$ cat config.mk
export PLATFORM = sky130hd
export DESIGN_NAME = seq_pattern_tx_flat
export DESIGN_NICKNAME = d
export VERILOG_FILES = /design/src/rtl/seq_pattern_tx_if.sv /design/src/rtl/seq_pattern_tx.sv /design/src/flat_wrapper.sv
export SDC_FILE = /design/constraint.sdc
export NUM_CORES = 1
export LEC_CHECK = 0
export BUFFER_PORTS_ARGS = -buffer_cell sky130_fd_sc_hd__buf_2
export CAP_MARGIN = 20
export CORE_AREA = 4 4 103 105
export CTS_BUF_LIST = sky130_fd_sc_hd__clkbuf_4 sky130_fd_sc_hd__clkbuf_8
export DETAILED_ROUTE_END_ITERATION = 7
export DIE_AREA = 0 0 107 109
export GPL_ROUTABILITY_DRIVEN = 0
export HOLD_SLACK_MARGIN = 0.03
export PLACE_DENSITY = 0.57
export REMOVE_ABC_BUFFERS = 1
export SLEW_MARGIN = 40
export SYNTH_ARGS = -nofsm -noshare
export SYNTH_HDL_FRONTEND = slang
export SYNTH_SLANG_ARGS = --single-unit
$ cat constraint.sdc
create_clock -name clk -period 2.6 [get_ports clk]
set_input_delay 0 -clock clk [delete_from_list [all_inputs] [get_ports clk]]
set_output_delay 0 -clock clk [all_outputs]
set_load 0.02 [all_outputs]
$ cat src/rtl/seq_pattern_tx_if.sv
// Load/stream bundle for the serial pattern transmitter: the load fields flow in,
// and the serial bit stream plus status flow out.
interface seq_pattern_tx_if #(
    parameter int MAX_LEN = 8,
    parameter int LEN_W   = 4,
    parameter int CNT_W   = 4
);
    // Handshake: a load is taken on a rising edge where start=1 and ready=1
    // (len=0 is dropped); start while ready=0 is ignored, never queued.
    logic               start;
    logic [MAX_LEN-1:0] pattern;
    logic [LEN_W-1:0]   len;
    logic [CNT_W-1:0]   repeat_n;
    logic [CNT_W-1:0]   gap;
    logic               ready;
    logic               x;
    logic               x_valid;
    logic               last;
    logic               done;

    modport master (
        output start, pattern, len, repeat_n, gap,
        input  ready, x, x_valid, last, done
    );

    modport slave (
        input  start, pattern, len, repeat_n, gap,
        output ready, x, x_valid, last, done
    );
endinterface

$ cat src/rtl/seq_pattern_tx.sv
// Serial bit-pattern transmitter: shifts a loaded pattern out MSB-first on x,
// optionally repeated with idle gaps between repetitions.
module seq_pattern_tx #(
    parameter int   MAX_LEN  = 8,
    parameter int   LEN_W    = 4,
    parameter int   CNT_W    = 4,
    parameter logic IDLE_BIT = 1'b0
) (
    input  logic                clk,
    input  logic                reset,
    seq_pattern_tx_if.slave     bus,
    output logic [1:0]          state_dbg
);
    typedef enum logic [1:0] {
        IDLE = 2'd0,
        SEND = 2'd1,
        GAP  = 2'd2
    } state_t;

    state_t             state;
    logic [MAX_LEN-1:0] aligned_q;
    logic [MAX_LEN-1:0] sh;
    logic [LEN_W-1:0]   len_q;
    logic [LEN_W-1:0]   bits_left;
    logic [CNT_W-1:0]   rep_left;
    logic [CNT_W-1:0]   gap_q;
    logic [CNT_W-1:0]   gap_cnt;
    logic [LEN_W-1:0]   len_eff;
    logic [CNT_W-1:0]   rep_eff;
    logic [MAX_LEN-1:0] aligned_in;

    // The pattern is left-aligned so the bit on the wire is always sh[MSB].
    always_comb begin
        len_eff    = (bus.len > LEN_W'(MAX_LEN)) ? LEN_W'(MAX_LEN) : bus.len;
        rep_eff    = (bus.repeat_n == '0) ? CNT_W'(1) : bus.repeat_n;
        aligned_in = bus.pattern << (MAX_LEN - int'(len_eff));
    end

    assign state_dbg = state;

    always_ff @(posedge clk or posedge reset) begin
        if (reset) begin
            state       <= IDLE;
            aligned_q   <= '0;
            sh          <= '0;
            len_q       <= '0;
            bits_left   <= '0;
            rep_left    <= '0;
            gap_q       <= '0;
            gap_cnt     <= '0;
            bus.ready   <= 1'b1;
            bus.x       <= IDLE_BIT;
            bus.x_valid <= 1'b0;
            bus.last    <= 1'b0;
            bus.done    <= 1'b0;
        end else begin
            bus.done <= 1'b0;
            case (state)
                IDLE: begin
                    if (bus.start && (len_eff != '0)) begin
                        aligned_q   <= aligned_in;
                        sh          <= aligned_in;
                        len_q       <= len_eff;
                        bits_left   <= len_eff;
                        rep_left    <= rep_eff;
                        gap_q       <= bus.gap;
                        bus.x       <= aligned_in[MAX_LEN-1];
                        bus.x_valid <= 1'b1;
                        bus.last    <= (len_eff == LEN_W'(1));
                        bus.ready   <= 1'b0;
                        state       <= SEND;
                    end
                end
                SEND: begin
                    if (bits_left > LEN_W'(1)) begin
                        sh        <= sh << 1;
                        bus.x     <= sh[MAX_LEN-2];
                        bits_left <= bits_left - LEN_W'(1);
                        bus.last  <= (bits_left == LEN_W'(2));
                    end else if (rep_left > CNT_W'(1)) begin
                        rep_left <= rep_left - CNT_W'(1);
                        if (gap_q != '0) begin
                            gap_cnt     <= gap_q;
                            bus.x       <= IDLE_BIT;
                            bus.x_valid <= 1'b0;
                            bus.last    <= 1'b0;
                            state       <= GAP;
                        end else begin
                            sh        <= aligned_q;
                            bits_left <= len_q;
                            bus.x     <= aligned_q[MAX_LEN-1];
                            bus.last  <= (len_q == LEN_W'(1));
                        end
                    end else begin
                        bus.x       <= IDLE_BIT;
                        bus.x_valid <= 1'b0;
                        bus.last    <= 1'b0;
                        bus.done    <= 1'b1;
                        bus.ready   <= 1'b1;
                        state       <= IDLE;
                    end
                end
                GAP: begin
                    if (gap_cnt == CNT_W'(1)) begin
                        sh          <= aligned_q;
                        bits_left   <= len_q;
                        bus.x       <= aligned_q[MAX_LEN-1];
                        bus.x_valid <= 1'b1;
                        bus.last    <= (len_q == LEN_W'(1));
                        state       <= SEND;
                    end else begin
                        gap_cnt <= gap_cnt - CNT_W'(1);
                    end
                end
                default: begin
                    bus.ready   <= 1'b1;
                    bus.x       <= IDLE_BIT;
                    bus.x_valid <= 1'b0;
                    bus.last    <= 1'b0;
                    state       <= IDLE;
                end
            endcase
        end
    end
endmodule

$ cat src/flat_wrapper.sv
// flat-port wrapper written by rule: the top's interface ports become plain ports
module seq_pattern_tx_flat 
#(
    parameter int   MAX_LEN  = 8,
    parameter int   LEN_W    = 4,
    parameter int   CNT_W    = 4,
    parameter logic IDLE_BIT = 1'b0
)
  (clk, reset, state_dbg, bus_start, bus_pattern, bus_len, bus_repeat_n, bus_gap, bus_ready, bus_x, bus_x_valid, bus_last, bus_done);
  seq_pattern_tx_if #(.MAX_LEN(MAX_LEN), .LEN_W(LEN_W), .CNT_W(CNT_W)) bus_i ();
  input  logic clk;
  input  logic reset;
  output logic [1:0] state_dbg;
  input wire logic [$bits(bus_i.start)-1:0] bus_start;
  input wire logic [$bits(bus_i.pattern)-1:0] bus_pattern;
  input wire logic [$bits(bus_i.len)-1:0] bus_len;
  input wire logic [$bits(bus_i.repeat_n)-1:0] bus_repeat_n;
  input wire logic [$bits(bus_i.gap)-1:0] bus_gap;
  output wire logic [$bits(bus_i.ready)-1:0] bus_ready;
  output wire logic [$bits(bus_i.x)-1:0] bus_x;
  output wire logic [$bits(bus_i.x_valid)-1:0] bus_x_valid;
  output wire logic [$bits(bus_i.last)-1:0] bus_last;
  output wire logic [$bits(bus_i.done)-1:0] bus_done;
  assign bus_i.start = bus_start;
  assign bus_i.pattern = bus_pattern;
  assign bus_i.len = bus_len;
  assign bus_i.repeat_n = bus_repeat_n;
  assign bus_i.gap = bus_gap;
  assign bus_ready = bus_i.ready;
  assign bus_x = bus_i.x;
  assign bus_x_valid = bus_i.x_valid;
  assign bus_last = bus_i.last;
  assign bus_done = bus_i.done;
  seq_pattern_tx #(.MAX_LEN(MAX_LEN), .LEN_W(LEN_W), .CNT_W(CNT_W), .IDLE_BIT(IDLE_BIT)) u_core (.clk(clk), .reset(reset), .bus(bus_i), .state_dbg(state_dbg));
endmodule
==> results of run 1 <==
state kept, by name, indices dropped and copies added (netlist names):
register and flops:
u_core.rep_left 4, u_core.gap_cnt 4, u_core.bus.ready 1, u_core.bus.done 1
u_core.bus.last 1, u_core.aligned_q 8, u_core.gap_q 4, u_core.len_q 4
u_core.bus.x 1, u_core.bits_left 4, u_core.state_dbg 2, u_core.sh 7
cell type report:
cell class / instances / area [um^2]
Fill cell: 1018 / 6220
Multi-Input combinational cell: 242 / 1690
Sequential cell: 41 / 1030
Timing Repair Buffer: 56 / 368
Tap cell: 133 / 166
Clock buffer: 5 / 68.8
Inverter: 16 / 60.1
Clock inverter: 2 / 35.0
layout by cell type, fill, tap and decap left out, types with 3 or more instances in the layout:
cell type      count
dfrtp_1           40
nand2_1           33
buf_2             29
o21ai_0           25
nor2_1            21
buf_4             19
a21oi_1           16
inv_1             15
nand3_1           13
ha_1              13
mux2i_1           10
nor3_1            10
dlygate4sd3_1      8
mux2_2             7
a221oi_1           6
o31ai_1            6
nand2b_1           5
o211ai_1           5
clkbuf_8           5
nand4_1            4
a211oi_1           4
a22o_1             4
o22ai_1            3
o21a_1             3
and3_1             3
o221a_2            3
a31oi_1            3
through the flow:
step	hold WS (ps)	utilization, %
after floorplan	151	-
after CTS	39.7	35.5
final	41.5	35.5
after global routing	59.1	35.5
after detailed placement	170	33.6
after global placement	174	33.6
how the worst max path moves through the flow:
| stage | from | endpoint | slack (ps) | depth (start not counted) |
|---|---|---|---|---|
| 3_3_place_gp | bus_len[3] | u_core.bus.x | 330 | 10 |
| 5_1_grt | u_core.state_dbg[1] | u_core.bits_left[0] | 110 | 6 |
| 6_report | u_core.bits_left[0] | u_core.rep_left[3] | 320 | 7 |
| 2_1_floorplan | u_core.state_dbg[0] | u_core.bus.x | 260 | 6 |
| 4_1_cts | u_core.gap_cnt[1] | u_core.bits_left[0] | 320 | 7 |
| 3_5_place_dp | bus_len[3] | u_core.bus.x | 320 | 10 |
power by group through the flow:
stage / clock (mW) / sequential (mW) / combinational [mW]
detailed placement: 0 / 1.20 / 2.34
CTS: 0.522 / 1.19 / 2.35
floorplan: 0 / 1.18 / 1.58
global placement: 0 / 1.19 / 2.30
finish: 0.506 / 1.19 / 2.34
global route: 0.551 / 1.24 / 2.63
metal layers:
metal	vias up	track usage, %
met3	6	2.72
li1	1268	-
met4	0	3.38
met1	1241	18.8
met5	-	0
met2	74	21.4
kinds of logic (layout without fill, tap and decap cells):
kind of cell / after synthesis / in the layout / share of synthesized area [%]
simple gates: 109 / 109 / 19.2
compound gates: 98 / 98 / 24.6
flops: 41 / 41 / 35.9
buf+inv: 34 / 79 / 5.02
mux: 19 / 19 / 7.82
fa+ha+maj: 13 / 13 / 5.68
xor+xnor: 3 / 3 / 1.83
critical path, delay by kind of cell (launching register included):
kind	cells	cell delay [ps]
simple gates	2	400
fa+ha+maj	1	220
compound gates	3	980
buf+inv	1	120
flops	1	420
==> results_dict.tcl, run 1 <==
set metrics [dict create \
    grt_max_degree 42 \
    final_cell_area_um2 3420 \
    fin_cells 495 \
    required_ps 2780 \
    cts_resized 0 \
    crit_path_end_kind "flop" \
    synth_top_area_share_pct 34.9 \
    ctsHoldBuffers 8 \
    postSynthCellCount 317 \
    power.internal_mw 2.22 \
    crit_fanout 8 \
    synth_seq_cells 41 \
    die_y_um 109 \
    yosysWarnings 0 \
    fin_crit_ps 2280 \
    clock_latency_ps 290 \
    crit_path_start_kind "flop" \
    cts_setup_buffers 0 \
    overflow 0 \
    critPathSlowestCell "a21oi_1" \
    worstSetupPathType "reg -> reg" \
    drc 0 \
    dieArea_um2 11700 \
    vdd_ir_drop_max_uv 402 \
    cts_tree "done" \
    drv_slew 0 \
    comb_power_share_pct 58.0 \
    antenna_found_initial 0 \
    finalWirelength_mm 7.44 \
    synth_common_cells "dfrtp_1, nand2_1, o21ai_0, nor2_1, a21oi_1" \
    dp.cells 480 \
    ios 30 \
    worst_slack_ps 323 \
    powerDensity_nw_per_um2 1180 \
    drv_cap 0 \
    grt_pass1_vias 2458 \
    finalNetCount 398 \
    cp_slowest_stage_delay_ps 510 \
    r2r_start "u_core.bits_left[0]" \
    cts_sinks 41 \
    drive_gt1_share_pct 23.5 \
    synth_edf_count 0 \
    seq_area_frac_synth_pct 35.9 \
    cts_buffers 5 \
    met2_length_mm 3.40 \
    synth_most_common_cell "dfrtp_1" \
    r2r_end "u_core.rep_left[3]" \
    synth.largest_area_cell "dfrtp_1" \
    path_cells "inv_1 > ha_1 > or2_1 > o2111ai_1 > a21oi_1 > nand2_1 > o221a_2" \
    wl_per_cell_um 15.0 \
    status "complete, no violations" \
    vias 2589 \
    firstDrtPassIters 4 \
    hp-class "in -> reg" \
    sequentialPowerShare_pct 29.5 \
    worst_ep_arrival_time_ps 2450 \
    p_sw_share_pct 45.1 \
    switching_power_mw 1.82 \
    rsz0062_at_grt "false" \
    pwr-share-clk_pct 12.5 \
    floorplan.initialDensity_pct 29.7 \
    setup_viol_count_final 0 \
    synth.area.top_cells "dfrtp_1, ha_1, o21ai_0, nand2_1, mux2i_1" \
    dpl-instance-area_um2 3240 \
    hold_depth 3 \
    ff2ff_path_depth 7 \
    clockBufferDepth 2 \
    max_slew_margin_pct 50.7 \
    m1WireLength_mm 3.61 \
    total_power_mw 4.04 \
    finClkSkew_ps 12.1 \
    rows 36 \
    dieWidth_um 107 \
    setup-tns-final_ps 0 \
    rrSetupSlack_ps 320 \
    worst_pin_slew_ps 735 \
    whs_endpoint "u_core.rep_left[1]" \
    via_per_inst 5.23 \
    grt_first_pass_wirelength_mm 12.5 \
    routed.top_layer "met4" \
    antenna_cells 0 \
    hold_viol_final 0 \
    synthesis.area_um2 2870 \
    numPortBuffers 29 \
    period_share_pct 87.6 \
    dp_worst_setup_slack_ps 319 \
    synthArstFlopShare_pct 100 \
    p_leak_nw 1.48 \
    max_freq_ghz 0.439 \
    area_growth_pct 19.3 \
    coreArea_um2 9640 \
    clkTransAtPathRegs_ps 90 \
    ctsRootBufferMaster "clkbuf_8" \
    syn_area_per_cell_um2 9.04 \
    drt_iter0_drc 174 \
    min_from "bus_repeat_n[1]" \
    grt_usage_pct 13.4 \
    antenna_left 0 \
    dr_wl_met3_um 342 \
    ys_types 63 \
    hpwl_mm 5.65 \
    htreeDepth 2 \
    synthFlopType "dfrtp_1" \
]
Power figures use the tool's default switching activity.
==> run 2: changes to the inputs <==
- BUFFER_PORTS_ARGS: -buffer_cell sky130_fd_sc_hd__buf_2 -> not set
- DONT_BUFFER_PORTS: not set -> 1
- PLACE_DENSITY: 0.57 -> 0.54
- SETUP_SLACK_MARGIN: not set -> 0.15
==> run 2 against run 1 <==
  * Critical path depth shrank 1
  * Setup slack lost 10 ps
  * Count of clock-buffer cells in the layout grew 2
  * Total power shrank 1.0%
  * Utilization shrank 0.58 points
  * Sequential power grew 3%
  * Clock skew shrank 2.5 ps
  * Clock power shrank 15%
  * Hold slack lost 5.1 ps
  * Cell count shrank 4.6%
  * Die area is the same
  * Largest power group unchanged
  * Highest routed layer unchanged
==> results_dict.tcl, run 2 (synthesis results as in run 1) <==
set metrics [dict create \
    status "complete, no violations" \
    p_leak_nw 1.39 \
    clockBufferDepth 2 \
    overflow 0 \
    r2r_end "u_core.sh[0]" \
    rsz0062_at_grt "false" \
    htreeDepth 2 \
    cts_sinks 41 \
    critPathLaunch "u_core.state_dbg[0]" \
    reg_top3 "u_core.aligned_q (8), u_core.sh (7)" \
    grt_pass1_vias 2476 \
    ios 30 \
    layout_commonest_cell "dfrtp_1" \
    max_freq_ghz 0.437 \
    crit_fanout 21 \
    antenna_left 0 \
    setup_viol_count_final 0 \
    clock_latency_ps 300 \
    finalNetCount 374 \
    dieWidth_um 107 \
    min_from "bus_repeat_n[2]" \
    hold_viol_final 0 \
    worstSetupPathType "reg -> reg" \
    area_growth_pct 17.4 \
    fin_cells 472 \
    drv_slew 0 \
    max_slew_margin_pct 59.5 \
    grt_max_degree 25 \
    worst_ep_arrival_time_ps 2470 \
    ctsRootBufferMaster "clkbuf_8" \
    wl_per_cell_um 16.2 \
    crit_path_end_kind "flop" \
    dieArea_um2 11700 \
    drc 0 \
    period_share_pct 87.9 \
    via_per_inst 5.15 \
    finClkSkew_ps 9.64 \
    powerDensity_nw_per_um2 1190 \
    antenna_found_initial 0 \
    required_ps 2790 \
    hold_depth 3 \
    cts_setup_buffers 0 \
    dp.cells 449 \
    finish.utilization_pct 34.9 \
    coreArea_um2 9640 \
    setup-tns-final_ps 0 \
    clkTransAtPathRegs_ps 80 \
    drt_iter0_drc 88 \
    vias 2429 \
    numPortBuffers 0 \
    firstDrtPassIters 5 \
    largest_register_ffs 8 \
    nFillCells 1027 \
    drv_cap 0 \
    grt_usage_pct 13.6 \
    drive_gt1_share_pct 17.4 \
    antenna_cells 0 \
    r2r_start "u_core.state_dbg[0]" \
    grt_first_pass_wirelength_mm 12.7 \
    cts_buffers 5 \
    ff2ff_path_depth 6 \
    fin_crit_ps 2290 \
    regMostFlops "u_core.aligned_q" \
    hp-class "in -> reg" \
    rows 36 \
    cts_tree "done" \
    rrSetupSlack_ps 310 \
    whs_endpoint "u_core.rep_left[0]" \
    die_y_um 109 \
    hpwl_mm 5.82 \
    worst_pin_slew_ps 604 \
    finalWirelength_mm 7.66 \
    floorplan.initialDensity_pct 29.7 \
    crit_path_start_kind "flop" \
    total_power_mw 4.00 \
    final_cell_mix "dfrtp_1, nand2_1, o21ai_0" \
    vdd_ir_drop_max_uv 370 \
]
run 2: cell count changes in the layout (fill, tap and decap cells not counted), moves of 2 or more:
cell and change:
dlygate4sd3_1 +7, buf_4 -3, buf_2 -29, clkbuf_4 +2
run 2: layout make-up:
class	instances	area, um^2	share of cell area [%]
Tap cell	133	166	4.95
Timing Repair Buffer	32	290	8.63
Clock buffer	7	83.8	2.49
Inverter	16	61.3	1.82
Sequential cell	41	1030	30.5
Multi-Input combinational cell	242	1730	51.4
Clock inverter	1	5.00	0.149
run 2: worst max path at each step:
stage	endpoint	slack, ps	cells after the start
global route	u_core.sh[6]	180	9
global placement	u_core.sh[0]	120	6
finish	u_core.sh[0]	310	6
floorplan	u_core.bus.x	260	6
detailed placement	u_core.sh[0]	170	6
CTS	u_core.sh[0]	160	6
run 2: metal layers:
metal,share of wire (%),track usage [%],vias up
met5,0,0,-
met2,45,22.3,59
met3,5.4,2.72,7
li1,-,-,1221
met1,48,18.5,1142
met4,1.1,3.38,0
run 2: per-stage QoR:
stage / cell area [um^2] / hold slack [ps] / worst slack (ps)
5_1_grt: 3360 / 65.7 / 184
3_5_place_dp: 3100 / -115 / 171
3_3_place_gp: 3090 / -15.1 / 124
6_report: 3360 / 36.5 / 313
4_1_cts: 3340 / 31.8 / 155
2_1_floorplan: 2780 / 151 / 259
run 2: report_power, final:
group / leakage, nW / internal [mW] / switching, mW
sequential: 0.511 / 0.947 / 0.284
combinational: 0.826 / 0.995 / 1.34
clock: 0.0491 / 0.210 / 0.222
total: 1.39 / 2.15 / 1.85
run 2: timing repair:
item,CTS,global route
setup endpoints to repair,0,10
hold buffers,15,0
hold endpoints to repair,53,0
gates resized for setup,0,4
run 2: critical path, cell delays in order (launching register included):
cell      delay [ps]
dfrtp_1          430
inv_1            130
ha_1             340
nor4bb_2         470
a221oi_4         100
o211ai_4         290
mux2_2           410
